## src/rtl/fpu_scheduler.sv

```systemverilog
// Round-robin front end sharing one combinational FPU between two requesters.
// Optional per-requester completion counters are built when FPU_SCHED_OPCOUNT_EN is defined.
module fpu_scheduler #(
    parameter int EXEC_CYCLES = 2,
    parameter int CNT_W       = 16
) (
    input  logic             clk,
    input  logic             reset,
    input  logic [1:0]       req_valid,
    output logic [1:0]       req_ready,
    input  logic [31:0]      req0_a,
    input  logic [31:0]      req0_b,
    input  logic [1:0]       req0_op,
    input  logic [31:0]      req1_a,
    input  logic [31:0]      req1_b,
    input  logic [1:0]       req1_op,
    output logic [31:0]      fpu_a,
    output logic [31:0]      fpu_b,
    output logic [1:0]       fpu_ctrl,
    input  logic [31:0]      fpu_result,
    output logic             resp_valid,
    input  logic             resp_ready,
    output logic             resp_id,
    output logic [31:0]      resp_data,
    output logic             busy,
    output logic [CNT_W-1:0] op_count0,
    output logic [CNT_W-1:0] op_count1
);

    localparam logic [3:0] CNT_LOAD = 4'(EXEC_CYCLES - 1);

    typedef enum logic [1:0] {
        ST_IDLE = 2'd0,
        ST_EXEC = 2'd1,
        ST_DONE = 2'd2
    } state_e;

    state_e      state_q, state_d;
    logic        last_q;
    logic [3:0]  cnt_q;
    logic [31:0] a_q, b_q, data_q;
    logic [1:0]  op_q;
    logic        id_q;

    logic grant_id_s, grant_vld_s, accept_s, exec_done_s, handshake_s;

    // Half-precision ops only produce a 16-bit result.
    function automatic logic [31:0] mask_result(input logic [31:0] res, input logic [1:0] op);
        if (op[0]) begin
            return res;
        end else begin
            return {16'h0000, res[15:0]};
        end
    endfunction

    assign grant_vld_s = |req_valid;
    assign accept_s    = (state_q == ST_IDLE) && grant_vld_s;
    assign exec_done_s = (state_q == ST_EXEC) && (cnt_q == 4'd0);
    assign handshake_s = (state_q == ST_DONE) && resp_ready;

    // Round-robin pick: on a tie the requester that did not win last time goes.
    always_comb begin
        grant_id_s = 1'b0;
        case (req_valid)
            2'b01:   grant_id_s = 1'b0;
            2'b10:   grant_id_s = 1'b1;
            2'b11:   grant_id_s = ~last_q;
            default: grant_id_s = 1'b0;
        endcase
    end

    // State register.
    always_ff @(posedge clk or posedge reset) begin
        if (reset) begin
            state_q <= ST_IDLE;
        end else begin
            state_q <= state_d;
        end
    end

    // Next-state logic.
    always_comb begin
        state_d = state_q;
        case (state_q)
            ST_IDLE: begin
                if (accept_s) state_d = ST_EXEC;
                else          state_d = ST_IDLE;
            end
            ST_EXEC: begin
                if (exec_done_s) state_d = ST_DONE;
                else             state_d = ST_EXEC;
            end
            ST_DONE: begin
                if (handshake_s) state_d = ST_IDLE;
                else             state_d = ST_DONE;
            end
            default: state_d = ST_IDLE;
        endcase
    end

    // Decoded handshake and status outputs.
    always_comb begin
        req_ready  = 2'b00;
        busy       = 1'b0;
        resp_valid = 1'b0;
        case (state_q)
            ST_IDLE: begin
                if (grant_vld_s) req_ready = grant_id_s ? 2'b10 : 2'b01;
                else             req_ready = 2'b00;
            end
            ST_EXEC: begin
                busy = 1'b1;
            end
            ST_DONE: begin
                busy       = 1'b1;
                resp_valid = 1'b1;
            end
            default: begin
                busy       = 1'b0;
                resp_valid = 1'b0;
            end
        endcase
    end

    // Operand capture, execution countdown and result sampling.
    always_ff @(posedge clk or posedge reset) begin
        if (reset) begin
            a_q    <= 32'h0000_0000;
            b_q    <= 32'h0000_0000;
            op_q   <= 2'b00;
            id_q   <= 1'b0;
            last_q <= 1'b1;
            cnt_q  <= 4'd0;
            data_q <= 32'h0000_0000;
        end else if (accept_s) begin
            a_q    <= grant_id_s ? req1_a  : req0_a;
            b_q    <= grant_id_s ? req1_b  : req0_b;
            op_q   <= grant_id_s ? req1_op : req0_op;
            id_q   <= grant_id_s;
            last_q <= grant_id_s;
            cnt_q  <= CNT_LOAD;
        end else if (exec_done_s) begin
            data_q <= mask_result(fpu_result, op_q);
        end else if (state_q == ST_EXEC) begin
            cnt_q <= cnt_q - 4'd1;
        end
    end

    assign fpu_a     = a_q;
    assign fpu_b     = b_q;
    assign fpu_ctrl  = op_q;
    assign resp_id   = id_q;
    assign resp_data = data_q;

`ifdef FPU_SCHED_OPCOUNT_EN
    logic [CNT_W-1:0] cnt0_q, cnt1_q;

    // Completed-op counters, credited to the owner at the response handshake.
    always_ff @(posedge clk or posedge reset) begin
        if (reset) begin
            cnt0_q <= '0;
            cnt1_q <= '0;
        end else if (handshake_s) begin
            if (id_q) cnt1_q <= cnt1_q + CNT_W'(1);
            else      cnt0_q <= cnt0_q + CNT_W'(1);
        end
    end

    assign op_count0 = cnt0_q;
    assign op_count1 = cnt1_q;
`else
    assign op_count0 = '0;
    assign op_count1 = '0;
`endif

endmodule

```

## config.mk

```make
export PLATFORM = sky130hd
export DESIGN_NAME = fpu_scheduler
export DESIGN_NICKNAME = d
export VERILOG_FILES = /design/src/rtl/fpu_scheduler.sv
export SDC_FILE = /design/constraint.sdc
export NUM_CORES = 1
export LEC_CHECK = 0
export BUFFER_PORTS_ARGS = -buffer_cell sky130_fd_sc_hd__buf_4
export CAP_MARGIN = 20
export CORE_UTILIZATION = 37
export CTS_BUF_LIST = sky130_fd_sc_hd__clkbuf_16
export DETAILED_ROUTE_END_ITERATION = 10
export PLACE_DENSITY = 0.71
export SLEW_MARGIN = 20
export SYNTH_ARGS = -nofsm -noshare
export SYNTH_HDL_FRONTEND = slang
export SYNTH_SLANG_ARGS = --single-unit
```

## constraint.sdc

```tcl
create_clock -name clk -period 6.6 [get_ports clk]
set_clock_uncertainty 0.15 [all_clocks]
set_input_delay 1.32 -clock clk [delete_from_list [all_inputs] [get_ports clk]]
set_output_delay 1.32 -clock clk [all_outputs]
set_load 0.01 [all_outputs]
```

==> Word level (Yosys, flattened, before mapping) <==
Cells that the tools add are included.
{ "classes": {"reduce_logical": 10, "bitwise": 2, "mux": 17, "n_eq_ne": 5, "addsub": 1} }
{ "ops": {"columns": ["op", "count"], "rows": [
  ["$mux W32", 3],
  ["$mux W2", 6],
  ["$mux W4", 3],
  ["$eq A2 B2 Y1 const B", 3],
  ["$pmux W2 S3", 1],
  ["$logic_not A4 Y1", 1],
  ["$reduce_and A2 Y1", 2],
  ["$reduce_or A2 Y1", 2],
  ["$sub A4 B1 Y4 const B", 1],
  ["$logic_and A1 B1 Y1", 3],
  ["$mux W1", 3],
  ["$eq A2 B1 Y1 const B", 1],
  ["$logic_not A2 Y1", 1],
  ["$ne A2 B2 Y1 const B", 1],
  ["$not A1 Y1", 2],
  ["$pmux W1 S2", 1],
  ["$reduce_bool A2 Y1", 1]
]} }
{ "totals": {"ff_bits": 106, "wordCells": 43} }

==> Depth between registers and ports, before layout <==
{ "logic_depth": {"depth_word": 5, "mapped_depth": 8, "depth_no_buf": 5} }

==> Least setup slack after synthesis <==
No wires, ideal clock.
{ "synth_path": {"kind": "input to output", "from": "input req_valid[1]", "to": "output req_ready[0]", "path_stages": 3, "arrival_ns": 1.984, "path_slack_ns": 3.146, "cell_sequence": "a21boi_2 nor2_1 buf_2"} }
{ "synth_between": {"elab_chain_cells": 5} }
{ "synth_lines": {"columns": ["element", "line", "rtl"], "rows": [
  ["from (decl)", "9", "input logic [1:0] req_valid,"],
  ["$eq A2 B2 Y1", "64", "case (req_valid)"],
  ["$pmux W1 S2", "64", null],
  ["$mux W2", "108", "if (grant_vld_s) req_ready = grant_id_s ? 2'b10 : 2'b01;"],
  ["$mux W2 (*)", "108", null],
  ["$mux W2 (*)", "106", "case (state_q)"],
  ["to (decl)", "10", "output logic [1:0] req_ready,"]
]} }
Mark *: on every way between the ends. The rest lies on a longest branch, timed or not.

==> Final worst setup path <==
{ "layout_path": {"from": "register state_q[0]", "to": "output req_ready[0]"} }
{ "layout_between": {"elab_chain_cells": 2} }
{ "layout_lines": {"columns": ["element", "line", "rtl"], "rows": [
  ["from (decl)", "38", "state_e state_q, state_d;"],
  ["from (signal assigned)", "77", "state_q <= state_d;"],
  ["$logic_not A2 Y1", "106", null],
  ["$mux W2", "106", null]
]} }
Every way passes these cells.

==> metrics.md <==
| Metric | Value |
|---|---|
| Vias in the first global route | `approximately 4200` |
| Final hold violation count | `0` |
| DR pass1 iterations | `4` |
| Endpoints failing setup | `0` |
| Hold WC Path Type | `register to register` |
| Starting Density | `a little under 40%` |
| Remaining DRCs | `0` |
| Crit path buffers/inverters | `2` |
| CTS Buf Count | `9` |
| Synth async-reset ratio | `between 90% and 100%` |
| Post-synthesis cell type count | `31` |
| Worst EP required | `5130 ps` |
| RSZ-0062 raised after global routing | `false` |
| Slowest stage cell, crit path | `nor2_2` |
| Crit path largest cell delay | `about 880 ps` |
| Global-route wire length before repair | `between 20000 and 25000 µm` |
| Pin slew with the least headroom to its limit | `1090 ps` |
| Syn_area_per_cell | `roughly 9.9 µm²` |
| Wirelength per Cell | `~16 µm` |
| Syn Inst Count | `494` |
| Pwr dens | `about 460 nW/µm²` |
| Status | `completed` |
| Tot GR Track Use | `21.2%` |
| ANT nets after route | `0` |
| Delay-heaviest family, CP | `simple AND/OR/NAND/NOR gates` |
| Area leader, netlist | `dfrtp_1` |
| Vias per cell | `4.88` |
| CTS tree | `yes` |
| Period Utilization, post-route | `between 60% and 70%` |
| Post-CTS sizing | `0` |
| List of most frequent post-synthesis cells | `dfrtp_1 (105), a21oi_1 (88), nand2_1 (61), nor2_1 (47), buf_4 (32)` |
| Crit path cell chain | `inv_1, ha_1, o21ai_4, nor2_2, buf_4` |
| Max Fanout on Critical Path | `29` |
| WHS | `between 300 and 400 ps` |
| Hold_buf cts | `0` |
| Leakage | `between 0.003 and 0.004 µW` |
| IO Pins | `roughly 300` |
| Htree depth | `3` |
| Crit end category | `output pin` |
| Core Box Area | `12800 µm²` |
| Worst slew margin | `approximately 27%` |
| Fin nets | `920` |
| Max Freq | `~230 MHz` |
| Clk_lat worst skew | `340 ps` |
| Synth Warn # | `0` |
| Fillers | `about 1100` |
| Final count of pins violating max slew | `0` |
| Ys flop type | `dfrtp_1` |
| Most common cell in the netlist | `dfrtp_1` |
| Sequential area share after synthesis | `roughly 54%` |
| Buffers on Ports | `roughly 270` |
| DR vias | `4502` |
| Setup crit start kind | `register` |
| Clk slew on worst S/H paths | `approximately 70 ps` |
| Peak VDD IR | `roughly 0.21 mV` |
| Yosys reg bits | `106` |
| Gpl congestion | `slightly above 0.8` |
| Fraction of layout cells with a size suffix above 1 | `about two fifths` |
| Clock Path Buffers | `2` |
| Post-synth top area share | `53.5%` |
| Initial antenna violation count | `0` |
| GR Overflow Total | `0` |
| DR iter-0 viols | `roughly 280` |
| Die Height | `roughly 120 µm` |
| Die Width | `about 120 µm` |
| Tmin final | `approximately 4300 ps` |
| Crit path kind | `register to output pin` |
| ANT cells | `0` |
| Die footprint | `~14000 µm²` |
| Root buf cell | `clkbuf_16` |
| Row Count | `41` |
| Routed Wire Length | `15200 µm` |
| Setup Fix Bufs, Post-CTS | `0` |
| Post-synthesis cell area | `4910 µm²` |
| Setup TNS | `0 ps` |
| Largest net degree at the start of global routing | `71` |
| Post-DP HPWL | `11100 µm` |
| Sinks on Clock Net | `106` |
| Layout area overhead | `48.5%` |
| Top cells by area, synth | `dfrtp_1 (54%), a21oi_1 (9.0%), a221o_1 (4.9%), buf_4 (4.9%), nand2_1 (4.7%)` |
| Post-synth EDFFs | `0` |
| Arr. time, crit path | `about 2800 ps` |
| Max_cap viols | `0` |
==> flip-flops by register name (all words and copies together), names as in the netlist <==
| register | cells |
|---|---|
| resp_data | 32 |
| resp_id | 1 |
| cnt_q | 4 |
| fpu_a | 32 |
| fpu_b | 32 |
| state_q | 2 |
| last_q | 1 |
| fpu_ctrl | 2 |
==> layout make-up <==
cell class / instances / area, µm² / area share [%]
timing repair buffer: 277 / 2080 / 28.5
multi-input combinational: 330 / 1920 / 26.3
sequential: 106 / 2650 / 36.4
inverter: 22 / 85.1 / 1.17
clock buffer: 9 / 225 / 3.09
tap: 172 / 215 / 2.95
clock inverter: 7 / 115 / 1.58
==> stage by stage <==
step                cells  power (µW)  worst slack, ps  instance area, µm²  util (%)
finish                923        3360             2290                7290      57.1
global route          923        3590             2090                7290      57.1
CTS                   923        3390             2300                7290      57.1
detailed placement    907        2770             2460                6950      54.4
global placement      907        2710             2530                6950      54.4
floorplan             525        2000             2340                5030         -
==> path summary, 6_finish.rpt <==
| kind | startpoint | end | slack [ps] | depth (start not counted) |
|---|---|---|---|---|
| hold reg to reg | resp_id | resp_id | 330 | 1 |
| max in group asynchronous | reset | fpu_b[31] | 4200 | 3 |
| hold / removal | resp_id | resp_id | 330 | 1 |
| setup reg to reg | state_q[0] | resp_data[6] | 3530 | 7 |
| setup / recovery | state_q[0] | req_ready[0] | 2290 | 5 |
| min in group asynchronous | reset | resp_data[6] | 900 | 2 |
==> report_power, final <==
part           switching, µW  internal (µW)
clock                    240            370
combinational            805            766
sequential               209            971
total                   1250           2110
==> cells in the final DEF (no fill, tap or decap), drive strengths merged, types with 5 or more instances in the layout <==
cell type / count
mux2i: 17
conb: 32
nor2: 47
buf: 277
ha: 5
dfrtp: 105
a221o: 24
a21oi: 88
inv: 23
nand2: 61
and3: 25
mux2: 16
clkbuf: 9
==> cells by family (layout without fill, tap and decap cells) <==
family	count (synthesis)	after routing	synth area share, %
other	1	32	0.0764
buffers and inverters	89	315	9.61
multiplexers	33	33	7.13
AND/OR/NAND/NOR	138	138	12.4
flip-flops	106	106	54.0
AO/OA/AOI/OAI	122	122	15.5
adder cells (fa/ha/maj)	5	5	1.27
==> metal layers <==
| layer | wire (µm) | global-route usage (%) | vias up |
|---|---|---|---|
| met5 | 0 | 0 | - |
| met2 | 7730 | 37.1 | 221 |
| met3 | 1560 | 6.59 | 17 |
| met1 | 5670 | 24.4 | 2143 |
| li1 | - | - | 2121 |
| met4 | 238 | 7.43 | 0 |
==> worst reg2reg max path: stages, from the launching register on <==
cell,delay (ps)
dfrtp_1,400
inv_1,90
ha_1,730
o21ai_4,130
buf_4,410
nand4_2,210
buf_4,440
mux2_1,400
(Power assumes the default switching activity.)
